==> src/rtl/alu_arbiter.sv <==
// Two-client arbiter/sequencer in front of a shared combinational ALU.
// Define ALU_ARB_RR_EN for round-robin arbitration; fixed priority (client 0) otherwise.
module alu_arbiter #(
  parameter int unsigned WIDTH = 32,
  parameter int unsigned OPW   = 4
) (
  input  logic               clk,
  input  logic               reset_n,
  input  logic [1:0]         req_valid,
  output logic [1:0]         req_ready,
  input  logic [2*OPW-1:0]   req_op,
  input  logic [2*WIDTH-1:0] req_a,
  input  logic [2*WIDTH-1:0] req_b,
  output logic               rsp_valid,
  input  logic               rsp_ready,
  output logic               rsp_id,
  output logic [WIDTH-1:0]   rsp_res,
  output logic               rsp_zero,
  output logic [WIDTH-1:0]   alu_a,
  output logic [WIDTH-1:0]   alu_b,
  output logic [OPW-1:0]     alu_op,
  input  logic [WIDTH-1:0]   alu_res,
  input  logic               alu_zero,
  output logic               busy
);

  typedef enum logic [1:0] {StIdle, StExec, StResp} state_e;

  state_e           state_q, state_d;
  logic [OPW-1:0]   op_q;
  logic [WIDTH-1:0] a_q, b_q, res_q;
  logic             id_q, zero_q;
  logic [1:0]       grant;
  logic             accept;
  logic             win;

`ifdef ALU_ARB_RR_EN
  logic ptr_q;

  always_comb begin
    grant = req_valid;
    if (req_valid == 2'b11) grant = ptr_q ? 2'b10 : 2'b01;
  end

  always_ff @(posedge clk or negedge reset_n) begin
    if (!reset_n) begin
      ptr_q <= 1'b0;
    end else if (accept) begin
      ptr_q <= ~win;
    end
  end
`else
  always_comb begin
    grant = {req_valid[1] & ~req_valid[0], req_valid[0]};
  end
`endif

  assign win    = grant[1];
  assign accept = (state_q == StIdle) && (grant != 2'b00);

  always_comb begin
    state_d   = state_q;
    req_ready = 2'b00;
    rsp_valid = 1'b0;
    busy      = 1'b1;
    unique case (state_q)
      StIdle: begin
        busy = 1'b0;
        // Keep req_ready low while reset is held so every output reads zero.
        req_ready = reset_n ? grant : 2'b00;
        if (grant != 2'b00) state_d = StExec;
      end
      StExec: state_d = StResp;
      StResp: begin
        rsp_valid = 1'b1;
        if (rsp_ready) state_d = StIdle;
      end
      default: state_d = StIdle;
    endcase
  end

  always_ff @(posedge clk or negedge reset_n) begin
    if (!reset_n) begin
      state_q <= StIdle;
      op_q    <= '0;
      a_q     <= '0;
      b_q     <= '0;
      id_q    <= 1'b0;
      res_q   <= '0;
      zero_q  <= 1'b0;
    end else begin
      state_q <= state_d;
      if (accept) begin
        op_q <= win ? req_op[OPW +: OPW]   : req_op[0 +: OPW];
        a_q  <= win ? req_a[WIDTH +: WIDTH] : req_a[0 +: WIDTH];
        b_q  <= win ? req_b[WIDTH +: WIDTH] : req_b[0 +: WIDTH];
        id_q <= win;
      end
      if (state_q == StExec) begin
        res_q  <= alu_res;
        zero_q <= alu_zero;
      end
    end
  end

  assign alu_a    = a_q;
  assign alu_b    = b_q;
  assign alu_op   = op_q;
  assign rsp_id   = id_q;
  assign rsp_res  = res_q;
  assign rsp_zero = zero_q;

endmodule

==> config.mk <==
export PLATFORM = sky130hd
export DESIGN_NAME = alu_arbiter
export DESIGN_NICKNAME = d
export VERILOG_FILES = /design/src/rtl/alu_arbiter.sv
export SDC_FILE = /design/constraint.sdc
export NUM_CORES = 1
export LEC_CHECK = 0
export CORE_ASPECT_RATIO = 1.1
export CORE_MARGIN = 5
export CORE_UTILIZATION = 39
export CTS_BUF_LIST = sky130_fd_sc_hd__clkbuf_4
export DETAILED_ROUTE_END_ITERATION = 6
export GPL_TIMING_DRIVEN = 1
export PLACE_DENSITY_LB_ADDON = 0.15
export SLEW_MARGIN = 10
export SYNTH_ARGS = -nofsm -noshare
export SYNTH_HDL_FRONTEND = slang
export SYNTH_SLANG_ARGS = --single-unit
export TNS_END_PERCENT = 1
==> constraint.sdc <==
create_clock -name clk -period 1.76 [get_ports clk]
set_input_delay 0.44 -clock clk [delete_from_list [all_inputs] [get_ports clk]]
set_output_delay 0.44 -clock clk [all_outputs]
set_load 0.02 [all_outputs]
* Word level (Yosys, flattened, before mapping) *
Cells that the tools add are included.

word-level totals
  bits in registers = 104
  bits of input ports = 174
  output and inout port bits = 106
  logic and storage cells = 27

operators by class
  equal/unequal tests = 4
  multiplexer cells = 10
  bitwise logic cells = 2
  reduce and logical (&&, ||, !) cells = 4

operators by type and width
  kind                                           number
  two-way mux 32 bit                             2
  two-way mux 2 bit                              4
  one-hot mux 2 bit (3 select lines)             1
  two-way mux 4 bit                              1
  == test 2 x 1 -> 1 bit, second input constant  1
  == test 2 bit, second input constant           1
  zero test 2 bit                                1
  two-way mux 1 bit                              2
  != test 2 x 1 -> 1 bit, second input constant  1
  != test 2 bit, second input constant           1
  AND reduction 2 bit                            1
  nonzero test 2 bit                             1
  bitwise AND 1 bit                              1
  logical AND 1 bit                              1
  inverter 1 bit                                 1

* Longest topological paths before layout *
Gate-level depths: netlist of run 1.

  depth in word-level cells = 5
  depth in mapped cells = 6
  mapped depth without buffers = 3

* Least setup slack after synthesis of run 1 *
OpenSTA, ideal clock, no wires.

  kind = input port to output port
  start point = input port req_valid[0]
  end point = output port req_ready[1]
  arrival = 1.238 ns
  data required time = 1.320 ns
  path slack = 0.082 ns
  stages on the path = 5
  path buffers = 3
  path through = nand2b_4 -> buf_6 -> buf_6 -> buf_6 -> nor2_1

on the way
  longest elaborated chain between the ends = 4

ends and longest elaborated chain
  item               RTL line  RTL
  start, declared    9         input logic [1:0] req_valid,
  inverter 1 bit     54        grant = {req_valid[1] & ~req_valid[0], req_valid[0]};
  bitwise AND 1 bit  54
  two-way mux 2 bit  70        req_ready = reset_n ? grant : 2'b00;
  two-way mux 2 bit  66        unique case (state_q)
  end, declared      10        output logic [1:0] req_ready,

No other way between the ends.

* Worst setup path after layout of run 1 *
  start point = register state_q[1]
  end point = output port busy

on the way
  longest elaborated chain between the ends = 2

ends and longest elaborated chain
  item                    RTL line  RTL
  start, declared         29        state_e state_q, state_d;
  start signal, assigned  84        state_q <= StIdle;
  start signal, assigned  92        state_q <= state_d;
  zero test 2 bit         66
  two-way mux 1 bit       66
  end, declared           24        output logic busy

No other way between the ends.

==> results of run 1 <==
metrics by stage:
step,TNS [ns],utilization,hold WS [ns]
after CTS,-5.93,0.651,0.476
final,-0.0398,0.653,0.509
after detailed placement,-27.00,0.648,0.408
after global placement,-25.32,0.648,0.396
after global routing,-0.392,0.653,0.514
after floorplan,0,-,0.144
path summary, 6_finish.rpt:
check	start	endpoint	slack [ns]	depth (start not counted)
worst max-delay path	state_q[1]	busy	-0.03	4
worst min-delay path	reset_n	alu_a[25]	0.51	3
worst max register to register	state_q[1]	alu_b[7]	0.16	5
worst min register to register	alu_a[3]	alu_a[3]	0.51	1
max in group asynchronous	reset_n	rsp_res[20]	0.26	4
min in group clk	alu_a[3]	alu_a[3]	0.51	1
state kept, by name, indices dropped and copies added (netlist names):
| name | flops |
|---|---|
| alu_a | 32 |
| rsp_res | 32 |
| alu_b | 32 |
| state_q | 2 |
| rsp_id | 1 |
| alu_op | 4 |
| rsp_zero | 1 |
power breakdown:
group          internal [mW]  switching (mW)
Sequential              3.62           0.580
Combinational           3.32            3.33
Clock                  0.586           0.756
what timing repair did:
item,4_1_cts,5_1_grt
hold endpoints to repair,23,0
hold buffers,1,0
pin swaps,3,1
resized for setup,123,3
endpoints found under the setup margin,106,85
critical path: cells and delay by family (launching register included):
family	cells	cell delay, ns
buf+inv	3	0.34
flops	1	0.43
simple gates	1	0.15
final cells by class:
type | count | area, um^2 | share of cell area
multi-input cells | 180 | 2060 | 0.262
diodes | 2 | 5.00 | 0.000637
clock buffers | 10 | 75.1 | 0.00955
repair buffers | 295 | 2830 | 0.361
inverters | 2 | 7.51 | 0.000955
well taps | 154 | 193 | 0.0245
clock inverters | 6 | 83.8 | 0.0107
flip-flops and latches | 104 | 2600 | 0.331
logic make-up after synthesis:
group | after synthesis | share of synthesized area
buffers and inverters | 22 | 0.0280
flip-flops | 104 | 0.545
multiplexers | 169 | 0.413
AND/OR/NAND/NOR | 7 | 0.00969
AO/OA/AOI/OAI | 4 | 0.00472
placed cells by master, fill, tap and decap left out, drive strengths merged, types with 2 or more instances in the layout:
cell type,instances
clkdlybuf4s50,172
dfrtp,104
inv,2
clkinv,2
bufinv,2
dlygate4sd2,102
clkbuf,10
clkinvlp,2
buf,20
mux2,169
nor2,2
nand2b,3
diode,2
a21oi,2
layer usage:
metal | up-vias | share of wire
met2 | 182 | 0.50
met3 | 24 | 0.11
met1 | 1705 | 0.36
met4 | 0 | 0.027
met5 | - | 0
li1 | 1666 | -
==> metrics.txt, run 1 <==
Final Setup Violations 2; Most used DFF post-synth dfrtp_1; share of layout cells above drive strength 1 0.348; count leader, synth mux2_2; area of the core approximately 12000 um^2; Worst Hold Class input port to async pin; pre-CTS worst setup slack -0.444 ns; worst vdd ir around 830 uV; Filler cells approximately 1000; post-CTS setup buffers 0; Placed Instances about 730; largest stage delay on the critical path ~0.43 ns; estimated wirelength of the detail-placed design 11.1 mm; max frequency between 500 and 600 MHz; met3 Usage GRT 0.0705; root buf cell clkbuf_4; Post-Syn Area 4780 um^2; vias per std cell between 4 and 5; GP Congestion between 0.8 and 0.9; grt met2 use 0.331; Pleak around 3.4 nW; failing checks setup timing; worst slew pin tran approximately 0.73 ns; Non-Filler Instances ~750; clk_skew approximately 0.018 ns; Num Clock Sinks 104; Seq/Total Area, Yosys 0.545; die width 116 um; critical path capture point type primary output; DRC 0; average cell area after synthesis about 16 um^2; Seq cells post-synth approximately 100; Post-DP Area slightly below 8000 um^2; Clk Latency, worst-skew pair 0.44 ns; Port Buffer Count about 280; routed vias 3577; DRT Wirelength roughly 14 mm; CTS tree done; Max FO, Critical Path 4; number of synthesized flops with an enable pin 0; die area around 15000 um^2; gr usage total 0.189; die span in y 126 um; Max clock buf depth 2; drt pass-1 iters 3; Final Hold Viols 0; top cells by count, synth 151 x mux2_2, 104 x dfrtp_1, 18 x mux2_4, 14 x buf_2, 4 x buf_6; global-route wire length before repair roughly 21 mm; DR WL/cell roughly 19 um; crit path kind flip-flop to primary output; Yosys top cell by area dfrtp_1; clk slew on worst S/H paths approximately 0.16 ns; met1 usage 0.200; ANT nets after route 0; max-capacitance violation count 0; overall power roughly 12 mW; Power Density about 1600 nW/um^2; H-tree Lvls 3; Top Usage Layer GRT met2; initial detailed-routing violation count between 90 and 100; relative slew slack 0.515; Yosys warning count 0; Synth top area share 0.545; # nets final 766; CP cell instances nor2_4, buf_4, inv_1, buf_2; fin crit period 1.79 ns; RSZ-0062 raised after global routing yes; Starting Density 0.397; top post-synthesis cells by area dfrtp_1 54%, mux2_2 36%, mux2_4 5.7%, buf_2 1.5%, buf_6 0.94%; IO Pins 280; total grt overflow 0; initial antenna violation count 2; count of unique library cells instantiated by Yosys 17; area grow syn2layout 64.6%; status finished with violations; CTS buffer count 9; ys async rst share 1.00; largest net degree at the start of global routing 82; Site Rows 42; slowest stage cell, crit path dfrtp_1; CP startpoint kind flip-flop; syn_nets 480; fin. max-slew vios 0; post-route cell area slightly below 8000 um^2; Tcrit/Tclk final 1.02; Req. time, crit path roughly 1.3 ns; vias in the first global route around 3900; Cells after Synth slightly above 300; WP data arrival 1.35 ns; Worst Setup Slack, final -0.0314 ns
Power figures use the tool's default switching activity.
==> run 2, diff against run 1 <==
--- a/config.mk
+++ b/config.mk
@@ -6,7 +6,7 @@
 export NUM_CORES = 1
 export LEC_CHECK = 0
 export CORE_ASPECT_RATIO = 1.1
-export CORE_MARGIN = 5
+export CORE_MARGIN = 8
 export CORE_UTILIZATION = 39
 export CTS_BUF_LIST = sky130_fd_sc_hd__clkbuf_4
 export DETAILED_ROUTE_END_ITERATION = 6
==> run 2 against run 1 <==
  * The flow still finishes with violations (setup timing)
  * Combinational power grew 1%
  * Die area grew 10%
  * Worst setup slack lost 0.0022 ns
  * Utilization shrank 0.23 points
  * Wire length grew 5.5%
  * Register-to-register slack is essentially flat
  * Largest power group unchanged
==> metrics.txt, run 2 (synthesized netlist as in run 1, its figures left out) <==
worst slew pin tran 0.747 ns (+0.0198 ns); share of layout cells above drive strength 1 0.348 (-0.000510); die width 122 um (+5.2%); clk slew on worst S/H paths 0.16 ns (about the same); Worst Setup Slack, final -0.0336 ns (-0.00222 ns); Pleak 3.41 nW (-0.80%); Final Hold Viols 0 (unchanged); fin crit period 1.79 ns (+0.00222 ns); worst setup path startpoint state_q[0]; die area 16000 um^2 (+10%); Combinational Power Share 0.563 (+0.017); Starting Density 0.399 (+0.00174); crit path kind flip-flop to primary output; Power Density 1530 nW/um^2 (-1.1%); Max clock buf depth 2 (unchanged); launching point of the worst reg2reg path state_q[0]; share of power burned in registers 0.350 (+0.006); final core occ 0.651 (-0.00225); DRT Wirelength 14.8 mm (+5.5%); Worst Hold Class input port to async pin; Final Setup Violations 3 (+1); routed vias 3549 (-0.78%); Filler cells 978 (-2.9%); length in cells of the worst reg-to-reg path 5 (unchanged); area occupied by multi-input gates 2060 um^2 (unchanged); area of the core 12000 um^2 (-0.44%); initial antenna violation count 2 (unchanged); fin. max-slew vios 0 (unchanged); drt pass-1 iters 4 (+1); Net Sw Frac 0.394 (+0.0111); Worst Setup EP req_ready[1]; CP startpoint kind flip-flop; RSZ-0062 raised after global routing yes; ANT nets after route 0 (unchanged); setup slack, reg-to-reg 0.15 ns (about the same); worst vdd ir 930 uV (+13%); area grow syn2layout 63.3%; global-route wire length before repair 23.0 mm (+8.2%); Post-DP Area 7800 um^2 (about the same); root buf cell clkbuf_4; status finished with violations; CTS tree done; Num Clock Sinks 104 (unchanged); max-capacitance violation count 0 (unchanged); Internal 7.25 mW (-3.7%); H-tree Lvls 3 (unchanged); GP Congestion 0.784 (-2.3%); cts-stage hold buffer count 0 (-1); WP data arrival 1.35 ns (about the same); CTS buffer count 9 (unchanged); estimated wirelength of the detail-placed design 11.9 mm (+7.4%); die span in y 132 um (+4.8%); DRC 0 (unchanged); Site Rows 42 (unchanged); max frequency 558 MHz (-0.12%); clk_skew 0.0118 ns (-0.00640 ns); post-route cell area 7800 um^2 (-0.78%); IO Pins 280 (unchanged); Clk Latency, worst-skew pair 0.43 ns (about the same); relative slew slack 0.502 (-0.0132); Clock Power Share 0.087 (-0.023); largest net degree at the start of global routing 60 (-27%); critical path capture point type primary output; Sw Pwr 4.71 mW (+0.95%); Port Buffer Count 279 (unchanged); gr usage total 0.185 (-0.00409); Tcrit/Tclk final 1.02 (+0.00126); # nets final 764 (-0.26%); R2R Path End alu_b[17]; Placed Instances 732 (-0.27%); failing checks setup timing; initial detailed-routing violation count 99 (+5.3%); vias in the first global route 4049 (+3.1%); leading cell types in the layout, fill and taps excluded 172 x clkdlybuf4s50_1, 151 x mux2_2, 104 x dfrtp_1; Max FO, Critical Path 4 (unchanged); overall power 12.0 mW (-1.9%); Req. time, crit path 1.32 ns (about the same); total grt overflow 0 (unchanged); storage element area 2600 um^2 (unchanged); DR WL/cell 19.7 um (+5.8%); most common cell after layout, fill and taps aside clkdlybuf4s50_1; pre-CTS worst setup slack -0.454 ns (-0.00985 ns); Non-Filler Instances 751 (-0.27%); vias per std cell 4.73 (-0.52%)
[run 2: critical path: stages, from the launching register on]
cell and delay (ns):
dfrtp_1 0.44, nor2_4 0.16, nand2_1 0.06, nor2_1 0.10, buf_4 0.15
[run 2: metal layers]
layer	wire length, um	global-route usage	vias up
li1	-	-	1667
met1	5670	0.196	1697
met2	7290	0.319	175
met3	1620	0.0861	10
met4	184	0.0528	0
met5	0	0	-
[run 2: area by class of cell]
cell class                 instances  share of cell area
clock buffer                       9             0.00866
inverter                           2            0.000963
antenna                            2            0.000642
timing repair buffer             293               0.362
clock inverter                     7             0.00497
sequential                       104               0.334
multi-input combinational        180               0.264
tap                              154              0.0247
[run 2: worst min-delay path by stage]
stage                             to  depth (start not counted)
after floorplan             alu_a[0]                          0
after global placement    rsp_res[9]                          1
after detailed placement  rsp_res[3]                          1
after CTS                  alu_b[15]                          2
after global routing       alu_b[15]                          2
final                      alu_b[15]                          2
[run 2: power by group through the flow]
stage	Clock, mW	Sequential, mW	Combinational (mW)
6_report	1.04	4.19	6.73
5_1_grt	1.19	4.36	7.16
4_1_cts	1.11	4.21	6.85
3_5_place_dp	0	4.31	7.67
3_3_place_gp	0	4.24	7.58
2_1_floorplan	0	5.76	2.38
[run 2: metrics by stage]
stage | setup TNS [ns] | hold slack, ns
2_1_floorplan | 0 | 0.144
3_3_place_gp | -25.81 | 0.487
3_5_place_dp | -27.10 | 0.492
4_1_cts | -0.296 | 0.0647
5_1_grt | -0.427 | 0.113
6_report | -0.0707 | 0.0812
[run 2: timing repair]
item / 4_1_cts / 5_1_grt
cloned: 0 / 0
pin swaps: 2 / 1
setup buffers: 0 / 1
gates resized for setup: 124 / 2
endpoints found under the setup margin: 106 / 4
